`src/rtl/ddr_cmd_if.sv`:
```
// ddr_cmd_if: DDR4 command/address pins in, decoded command strobes and addresses out
interface ddr_cmd_if #(
   parameter int BGWIDTH    = 1,
   parameter int BAWIDTH    = 1,
   parameter int ADDRWIDTH  = 17,
   parameter int CADDRWIDTH = 10
);
   logic                  cke, cs_n, act_n, ras_n, cas_n, we_n;
   logic [BGWIDTH-1:0]    bg_in;
   logic [BAWIDTH-1:0]    ba_in;
   logic [ADDRWIDTH-4:0]  addr;
   logic                  ACT, PR, PRA, RD, RDA, WR, WRA, REF, SRF, PD, PDX, MRW, CKEH, CKEL;
   logic                  BST, CFG, DPD, DPDX, MRR;
   logic [BGWIDTH:0]      bg;
   logic [BAWIDTH:0]      ba;
   logic [ADDRWIDTH-1:0]  row;
   logic [CADDRWIDTH-1:0] column;
   logic                  err;
   modport master (
      output cke, cs_n, act_n, ras_n, cas_n, we_n, bg_in, ba_in, addr,
      input  ACT, PR, PRA, RD, RDA, WR, WRA, REF, SRF, PD, PDX, MRW, CKEH, CKEL,
      input  BST, CFG, DPD, DPDX, MRR, bg, ba, row, column, err
   );
   modport slave (
      input  cke, cs_n, act_n, ras_n, cas_n, we_n, bg_in, ba_in, addr,
      output ACT, PR, PRA, RD, RDA, WR, WRA, REF, SRF, PD, PDX, MRW, CKEH, CKEL,
      output BST, CFG, DPD, DPDX, MRR, bg, ba, row, column, err
   );
endinterface

```
`src/rtl/ddr_cmd_decoder.sv`:
```
// ddr_cmd_decoder: DDR4 pin decoder with bank/tRCD legality checks and power-down/self-refresh tracking
module ddr_cmd_decoder #(
   parameter int ADDRWIDTH     = 17,
   parameter int BANKGROUPS    = 2,
   parameter int BANKSPERGROUP = 2,
   parameter int COLS          = 1024,
   parameter int TRCD          = 4
) (
   input logic clk,
   input logic rst,
   ddr_cmd_if.slave bus
);
   localparam int BGWIDTH    = $clog2(BANKGROUPS);
   localparam int BAWIDTH    = $clog2(BANKSPERGROUP);
   localparam int CADDRWIDTH = $clog2(COLS);
   localparam int BI         = BGWIDTH + BAWIDTH;
   localparam int NB         = 1 << BI;
   typedef enum logic [1:0] {ACTIVE, PDOWN, SREF} pwr_e;
   pwr_e                  state_q, state_d;
   logic                  cke_q;
   logic [NB-1:0]         open_q;
   logic [3:0]            cnt_q [NB];
   logic [13:0]           strb_q, strb_d;
   logic                  err_q, err_d;
   logic [BGWIDTH:0]      bg_q;
   logic [BAWIDTH:0]      ba_q;
   logic [ADDRWIDTH-1:0]  row_q;
   logic [CADDRWIDTH-1:0] col_q;
   logic [BI-1:0]         b;
   logic [2:0]            rcw;
   logic                  a10, dec, fall, rise, any_open, issued, bad, to_sref;
   logic                  c_act, c_mrw, c_ref, c_pre, c_wr, c_rd;
   logic                  acc_act, acc_pra, acc_clr, ld;
   assign b        = {bus.bg_in, bus.ba_in};
   assign rcw      = {bus.ras_n, bus.cas_n, bus.we_n};
   assign a10      = bus.addr[10];
   assign dec      = state_q == ACTIVE && !bus.cs_n;
   assign fall     = cke_q && !bus.cke;
   assign rise     = !cke_q && bus.cke;
   assign any_open = |open_q;
   assign c_act    = dec && !bus.act_n;
   assign c_mrw    = dec && bus.act_n && rcw == 3'b000;
   assign c_ref    = dec && bus.act_n && rcw == 3'b001;
   assign c_pre    = dec && bus.act_n && rcw == 3'b010;
   assign c_wr     = dec && bus.act_n && rcw == 3'b100;
   assign c_rd     = dec && bus.act_n && rcw == 3'b101;
   assign issued   = dec && !(bus.act_n && rcw == 3'b111);
   assign bad      = (c_act && open_q[b]) || ((c_rd || c_wr) && (!open_q[b] || cnt_q[b] != 4'd0)) || ((c_ref || c_mrw) && any_open);
   assign to_sref  = c_ref && !any_open;
   // strobe bit order: ACT PR PRA RD RDA WR WRA REF SRF PD PDX MRW CKEH CKEL
   assign acc_act  = strb_d[13];
   assign acc_pra  = strb_d[11];
   assign acc_clr  = strb_d[12] || strb_d[9] || strb_d[7];
   assign ld       = |{strb_d[13:6], strb_d[2]};
   // Power-state next state plus command strobe/err selection; illegal commands yield no strobe
   always_comb begin
      state_d = state_q;
      strb_d  = '0;
      err_d   = 1'b0;
      case (state_q)
         ACTIVE: begin
            if (fall) begin
               state_d = to_sref ? SREF : PDOWN;
               strb_d  = to_sref ? 14'h0021 : 14'h0011;
               err_d   = !to_sref && issued;
            end else begin
               strb_d  = bad ? '0 : {c_act, c_pre && !a10, c_pre && a10, c_rd && !a10, c_rd && a10,
                                     c_wr && !a10, c_wr && a10, c_ref, 3'b000, c_mrw, 2'b00};
               err_d   = bad;
            end
         end
         PDOWN: if (rise) begin
            state_d = ACTIVE;
            strb_d  = 14'h000a;
         end
         SREF: if (rise) begin
            state_d = ACTIVE;
            strb_d  = 14'h0002;
         end
         default: state_d = ACTIVE;
      endcase
   end
   // Power state and registered cke used for edge detection
   always_ff @(posedge clk or posedge rst)
      if (rst) begin
         state_q <= ACTIVE;
         cke_q   <= 1'b0;
      end else begin
         state_q <= state_d;
         cke_q   <= bus.cke;
      end
   // Per-bank open bit and saturating tRCD down-counter
   always_ff @(posedge clk or posedge rst)
      if (rst) begin
         open_q <= '0;
         for (int i = 0; i < NB; i++) cnt_q[i] <= 4'd0;
      end else begin
         for (int i = 0; i < NB; i++) begin
            if (acc_act && b == BI'(i)) begin
               open_q[i] <= 1'b1;
               cnt_q[i]  <= 4'(TRCD - 1);
            end else if (acc_pra || (acc_clr && b == BI'(i))) begin
               open_q[i] <= 1'b0;
               cnt_q[i]  <= 4'd0;
            end else if (cnt_q[i] != 4'd0) begin
               cnt_q[i]  <= cnt_q[i] - 4'd1;
            end
         end
      end
   // Output strobes pulse for one cycle; address registers hold until the next accepted command
   always_ff @(posedge clk or posedge rst)
      if (rst) begin
         strb_q <= '0;
         err_q  <= 1'b0;
         bg_q   <= '0;
         ba_q   <= '0;
         row_q  <= '0;
         col_q  <= '0;
      end else begin
         strb_q <= strb_d;
         err_q  <= err_d;
         if (ld) begin
            bg_q  <= {1'b0, bus.bg_in};
            ba_q  <= {1'b0, bus.ba_in};
            row_q <= {bus.ras_n, bus.cas_n, bus.we_n, bus.addr};
            col_q <= bus.addr[CADDRWIDTH-1:0];
         end
      end
   assign {bus.ACT, bus.PR, bus.PRA, bus.RD, bus.RDA, bus.WR, bus.WRA,
           bus.REF, bus.SRF, bus.PD, bus.PDX, bus.MRW, bus.CKEH, bus.CKEL} = strb_q;
   assign bus.err    = err_q;
   assign bus.bg     = bg_q;
   assign bus.ba     = ba_q;
   assign bus.row    = row_q;
   assign bus.column = col_q;
   assign bus.BST    = 1'b0;
   assign bus.CFG    = 1'b0;
   assign bus.DPD    = 1'b0;
   assign bus.DPDX   = 1'b0;
   assign bus.MRR    = 1'b0;
endmodule

```
`src/flat_wrapper.sv`:
```
// flat-port wrapper written by rule: the top's interface ports become plain ports
module ddr_cmd_decoder_flat 
#(
   parameter int ADDRWIDTH     = 17,
   parameter int BANKGROUPS    = 2,
   parameter int BANKSPERGROUP = 2,
   parameter int COLS          = 1024,
   parameter int TRCD          = 4
)
  (clk, rst, bus_cke, bus_cs_n, bus_act_n, bus_ras_n, bus_cas_n, bus_we_n, bus_bg_in, bus_ba_in, bus_addr, bus_ACT, bus_PR, bus_PRA, bus_RD, bus_RDA, bus_WR, bus_WRA, bus_REF, bus_SRF, bus_PD, bus_PDX, bus_MRW, bus_CKEH, bus_CKEL, bus_BST, bus_CFG, bus_DPD, bus_DPDX, bus_MRR, bus_bg, bus_ba, bus_row, bus_column, bus_err);
  ddr_cmd_if #(.BGWIDTH(1), .BAWIDTH(1), .ADDRWIDTH(ADDRWIDTH), .CADDRWIDTH(10)) bus_i ();
  input logic clk;
  input logic rst;
  input wire logic [$bits(bus_i.cke)-1:0] bus_cke;
  input wire logic [$bits(bus_i.cs_n)-1:0] bus_cs_n;
  input wire logic [$bits(bus_i.act_n)-1:0] bus_act_n;
  input wire logic [$bits(bus_i.ras_n)-1:0] bus_ras_n;
  input wire logic [$bits(bus_i.cas_n)-1:0] bus_cas_n;
  input wire logic [$bits(bus_i.we_n)-1:0] bus_we_n;
  input wire logic [$bits(bus_i.bg_in)-1:0] bus_bg_in;
  input wire logic [$bits(bus_i.ba_in)-1:0] bus_ba_in;
  input wire logic [$bits(bus_i.addr)-1:0] bus_addr;
  output wire logic [$bits(bus_i.ACT)-1:0] bus_ACT;
  output wire logic [$bits(bus_i.PR)-1:0] bus_PR;
  output wire logic [$bits(bus_i.PRA)-1:0] bus_PRA;
  output wire logic [$bits(bus_i.RD)-1:0] bus_RD;
  output wire logic [$bits(bus_i.RDA)-1:0] bus_RDA;
  output wire logic [$bits(bus_i.WR)-1:0] bus_WR;
  output wire logic [$bits(bus_i.WRA)-1:0] bus_WRA;
  output wire logic [$bits(bus_i.REF)-1:0] bus_REF;
  output wire logic [$bits(bus_i.SRF)-1:0] bus_SRF;
  output wire logic [$bits(bus_i.PD)-1:0] bus_PD;
  output wire logic [$bits(bus_i.PDX)-1:0] bus_PDX;
  output wire logic [$bits(bus_i.MRW)-1:0] bus_MRW;
  output wire logic [$bits(bus_i.CKEH)-1:0] bus_CKEH;
  output wire logic [$bits(bus_i.CKEL)-1:0] bus_CKEL;
  output wire logic [$bits(bus_i.BST)-1:0] bus_BST;
  output wire logic [$bits(bus_i.CFG)-1:0] bus_CFG;
  output wire logic [$bits(bus_i.DPD)-1:0] bus_DPD;
  output wire logic [$bits(bus_i.DPDX)-1:0] bus_DPDX;
  output wire logic [$bits(bus_i.MRR)-1:0] bus_MRR;
  output wire logic [$bits(bus_i.bg)-1:0] bus_bg;
  output wire logic [$bits(bus_i.ba)-1:0] bus_ba;
  output wire logic [$bits(bus_i.row)-1:0] bus_row;
  output wire logic [$bits(bus_i.column)-1:0] bus_column;
  output wire logic [$bits(bus_i.err)-1:0] bus_err;
  assign bus_i.cke = bus_cke;
  assign bus_i.cs_n = bus_cs_n;
  assign bus_i.act_n = bus_act_n;
  assign bus_i.ras_n = bus_ras_n;
  assign bus_i.cas_n = bus_cas_n;
  assign bus_i.we_n = bus_we_n;
  assign bus_i.bg_in = bus_bg_in;
  assign bus_i.ba_in = bus_ba_in;
  assign bus_i.addr = bus_addr;
  assign bus_ACT = bus_i.ACT;
  assign bus_PR = bus_i.PR;
  assign bus_PRA = bus_i.PRA;
  assign bus_RD = bus_i.RD;
  assign bus_RDA = bus_i.RDA;
  assign bus_WR = bus_i.WR;
  assign bus_WRA = bus_i.WRA;
  assign bus_REF = bus_i.REF;
  assign bus_SRF = bus_i.SRF;
  assign bus_PD = bus_i.PD;
  assign bus_PDX = bus_i.PDX;
  assign bus_MRW = bus_i.MRW;
  assign bus_CKEH = bus_i.CKEH;
  assign bus_CKEL = bus_i.CKEL;
  assign bus_BST = bus_i.BST;
  assign bus_CFG = bus_i.CFG;
  assign bus_DPD = bus_i.DPD;
  assign bus_DPDX = bus_i.DPDX;
  assign bus_MRR = bus_i.MRR;
  assign bus_bg = bus_i.bg;
  assign bus_ba = bus_i.ba;
  assign bus_row = bus_i.row;
  assign bus_column = bus_i.column;
  assign bus_err = bus_i.err;
  ddr_cmd_decoder #(.ADDRWIDTH(ADDRWIDTH), .BANKGROUPS(BANKGROUPS), .BANKSPERGROUP(BANKSPERGROUP), .COLS(COLS), .TRCD(TRCD)) u_core (.clk(clk), .rst(rst), .bus(bus_i));
endmodule
```
`config.mk`:
```
export PLATFORM = sky130hd
export DESIGN_NAME = ddr_cmd_decoder_flat
export DESIGN_NICKNAME = d
export VERILOG_FILES = /design/src/rtl/ddr_cmd_if.sv /design/src/rtl/ddr_cmd_decoder.sv /design/src/flat_wrapper.sv
export SDC_FILE = /design/constraint.sdc
export NUM_CORES = 1
export LEC_CHECK = 0
export BUFFER_PORTS_ARGS = -buffer_cell sky130_fd_sc_hd__buf_2
export CAP_MARGIN = 25
export CORE_AREA = 2 2 118 63
export CTS_CLUSTER_SIZE = 10
export DETAILED_ROUTE_END_ITERATION = 10
export DIE_AREA = 0 0 120 65
export GPL_ROUTABILITY_DRIVEN = 0
export PLACE_DENSITY = 0.67
export SETUP_SLACK_MARGIN = 0.2
export SLEW_MARGIN = 25
export SYNTH_ARGS = -nofsm -noshare
export SYNTH_HDL_FRONTEND = slang
export SYNTH_SLANG_ARGS = --single-unit
```
`constraint.sdc`:
```
create_clock -name clk -period 3.4 [get_ports clk]
set_clock_uncertainty 0.05 [all_clocks]
set_input_delay 0.34 -clock clk [delete_from_list [all_inputs] [get_ports clk]]
set_output_delay 0.34 -clock clk [all_outputs]
set_load 0.02 [all_outputs]
```
==> impl_metrics.ini <==
[status]
status = finished, final reports clean

[die]
floorplan.initialDensity_pct = 41.76
num_io_pins = 75
rows = 22
core-area_um2 = 6909
dieArea_um2 = 7800
die_w_um = 120
die_height_um = 65

[final_layout]
layout_common_cells = buf_2, dfrtp_1, inv_1
drive_gt1_share_pct = 33.33
num_antenna_cells = 0
syn_to_final_growth_pct = 22.12
final_nets = 363
final_common_cell = buf_2

[logic_synthesis]
synth_mux_area_share_pct = 9.063
yosysTopAreaCell = dfrtp_1
yosys.area_share.simple_pct = 16.61
synth_edf_count = 0
yosysTopAreaCellShare_pct = 49.44
synthArstFlopShare_pct = 100.0
synth_area_leaders = dfrtp_1, buf_4, mux2_2
yosys.area_share.adder_pct = 3.469
synth-seq-area-share_pct = 49.44
ys_seq_elements = 57
synth_cells = 269
ys_warn_count = 0
yosysUniqueCellTypes = 51
synth_top_family_by_area = simple AND/OR/NAND/NOR gates
synthXorXnorAreaFrac_pct = 1.214
synth_area_um2 = 2885
avgSynthCellArea_um2 = 10.73
synth_compound_area_share_pct = 10.93
ys.flop_type = dfrtp_1

[detailed_routing]
drt_iter0_markers = 114
postRouteAntennaNets = 0
via_count = 2132
wl_per_cell_um = 14.60
routed_wl_mm = 6.307
first_pass_iters = 4
drc = 0
vias_per_cell = 4.935

[clock_network]
ctsLongestPathBuffers = 2
cts_buffers = 9
cts_tree = yes
clock_latency_ns = 0.33
cts_sinks = 57
cts_root_buf = clkbuf_16
holdBufCountCts = 0
h-tree-depth = 3
path_clk_slew_ns = 0.05

[grt]
grt_use_total_pct = 17.82
grt.overflow.total = 0
antenna_found_initial = 0
grt_pass1_vias = 2085
grt_max_degree = 37
grt_first_pass_wirelength_mm = 10.38

[place]
dp.final_hpwl_mm = 4.687
place_ws_ns = 0.4067
io_buffers = 67

[worst_setup_path]
worst_path_max_delay_cell = a211oi_1
slowest_delay_ns = 0.42
crit_fanout = 18
crit_required_ns = 3.56
path_class = flip-flop to flip-flop
critPathArrivalTime_ns = 3.08
cp_cell_sequence = inv_1, ha_1, nor4bb_1, nand3_1, a211oi_1, a31o_2, a21o_4, mux2_2
cp-end-kind = flip-flop
cp.depth = 8
crit_buf_inv = 1
r2r_cells = 8
startpoint_type = flip-flop
crit_family = compound AO/OA/AOI/OAI gates

[run]
max_cap_violations = 0

[timing]
setup_tns_ns = 0
worst_pin_slew_ns = 0.7418
slew_violations = 0
period_needed_ns = 2.922
rsz0062_at_grt = false
period_share_pct = 85.94
fmax_ghz = 0.3422
setup_viol = 0
hold_viol = 0
layout_setup_ws_ns = 0.4780
slew_headroom_pct = 50.48

[pwr]
total_power_uw = 3271
power_density_nw_per_um2 = 928.3
leakage_uw = 0.001721
vdd_ir_drop_max_mv = 0.5750

[worst_hold_path]
hold_path.class = input pin to asynchronous set/reset pin
-- kinds of logic after synthesis --
kind of cell	after synthesis
other	1
flip-flops	57
adder cells (fa/ha/maj)	8
XOR/XNOR	4
buffers and inverters	45
AO/OA/AOI/OAI	50
multiplexers	20
AND/OR/NAND/NOR	84
-- cell type report --
cell class              count  area [um^2]
repair buffers             68        342.8
multi-input cells         173         1224
fillers                   643         3386
flip-flops and latches     57         1426
inverters                  22        82.58
well taps                  96        120.1
clock inverters             1        30.03
clock buffers              15        297.8
-- worst reg2reg max path, stage by stage (launching register included) --
cell	delay (ns)
dfrtp_1	0.40
inv_1	0.12
ha_1	0.31
nor4bb_1	0.41
nand3_1	0.19
a211oi_1	0.42
a31o_2	0.23
a21o_4	0.29
mux2_2	0.38
-- cell usage after synthesis (2+ instances only) --
| cell | n |
|---|---|
| a211oi_1 | 2 |
| a21oi_1 | 13 |
| a31o_2 | 2 |
| buf_4 | 17 |
| buf_6 | 2 |
| clkbuf_1 | 3 |
| dfrtp_1 | 57 |
| ha_1 | 8 |
| inv_1 | 22 |
| mux2_2 | 11 |
| mux2_4 | 7 |
| nand2_1 | 13 |
| nand2b_1 | 10 |
| nand3_1 | 3 |
| nand3b_1 | 3 |
| nor2_1 | 18 |
| nor2b_1 | 2 |
| nor3_1 | 10 |
| nor3b_1 | 4 |
| nor4_1 | 5 |
| o21ai_0 | 18 |
| o32a_1 | 2 |
| o32ai_1 | 2 |
| or2_2 | 2 |
| or3_1 | 3 |
| or4_1 | 2 |
| xnor2_1 | 4 |
-- worst paths after layout --
path / end / slack, ns / startpoint
max: u_core.bus.bg[0]$_DFFE_PP0P_ / 0.48 / u_core.state_q[0]$_DFFE_PP0P_
min: u_core.bus.column[1]$_DFFE_PP0P_ / 0.09 / rst
max reg2reg: u_core.bus.bg[0]$_DFFE_PP0P_ / 0.48 / u_core.state_q[0]$_DFFE_PP0P_
min reg2reg: u_core.bus.row[13]$_DFFE_PP0P_ / 0.47 / u_core.bus.row[13]$_DFFE_PP0P_
max in group asynchronous: u_core.cnt_q[11]$_DFFE_PP0P_ / 2.44 / rst
min in group clk: u_core.cke_q$_DFF_PP0_ / 0.11 / bus_cke
-- power breakdown --
part	internal, uW	total (uW)	switching (uW)
sequential	927	1110	184
combinational	516	1200	687
clock	666	958	292
total	2110	3270	1160
-- registers in the layout (all words and copies together) (netlist names) --
name,count
u_core.cnt_q,16
u_core.strb_q,14
u_core.bus.column,9
u_core.bus.row,8
u_core.open_q,4
u_core.state_q,2
u_core.bus.ba,1
u_core.bus.bg,1
u_core.bus.err,1
u_core.cke_q,1
-- what timing repair did --
action | in CTS | in global routing
resized for setup | 0 | 1
setup buffers | 0 | 0
endpoints found under the setup margin | 0 | 15
-- metal layers --
| layer | track usage (%) | share of wire, % | vias to the layer above |
|---|---|---|---|
| met1 | 25.75 | 51 | 995 |
| met4 | 6.176 | 1.4 | 0 |
| met3 | 7.923 | 9.8 | 9 |
| met2 | 23.15 | 38 | 90 |
| met5 | 0 | 0 | - |
| li1 | - | - | 1038 |
-- through the flow --
| step | utilization [%] | instance area, um^2 | cells | hold WS, ns |
|---|---|---|---|---|
| floorplan | - | 2908 | 275 | 0.3214 |
| global placement | 46.16 | 3189 | 416 | 0.4427 |
| detailed placement | 46.16 | 3189 | 416 | 0.4422 |
| CTS | 50.91 | 3517 | 432 | 0.1012 |
| global route | 51.00 | 3523 | 432 | 0.09855 |
| finish | 51.00 | 3523 | 432 | 0.09088 |
(Power assumes the default switching activity.)
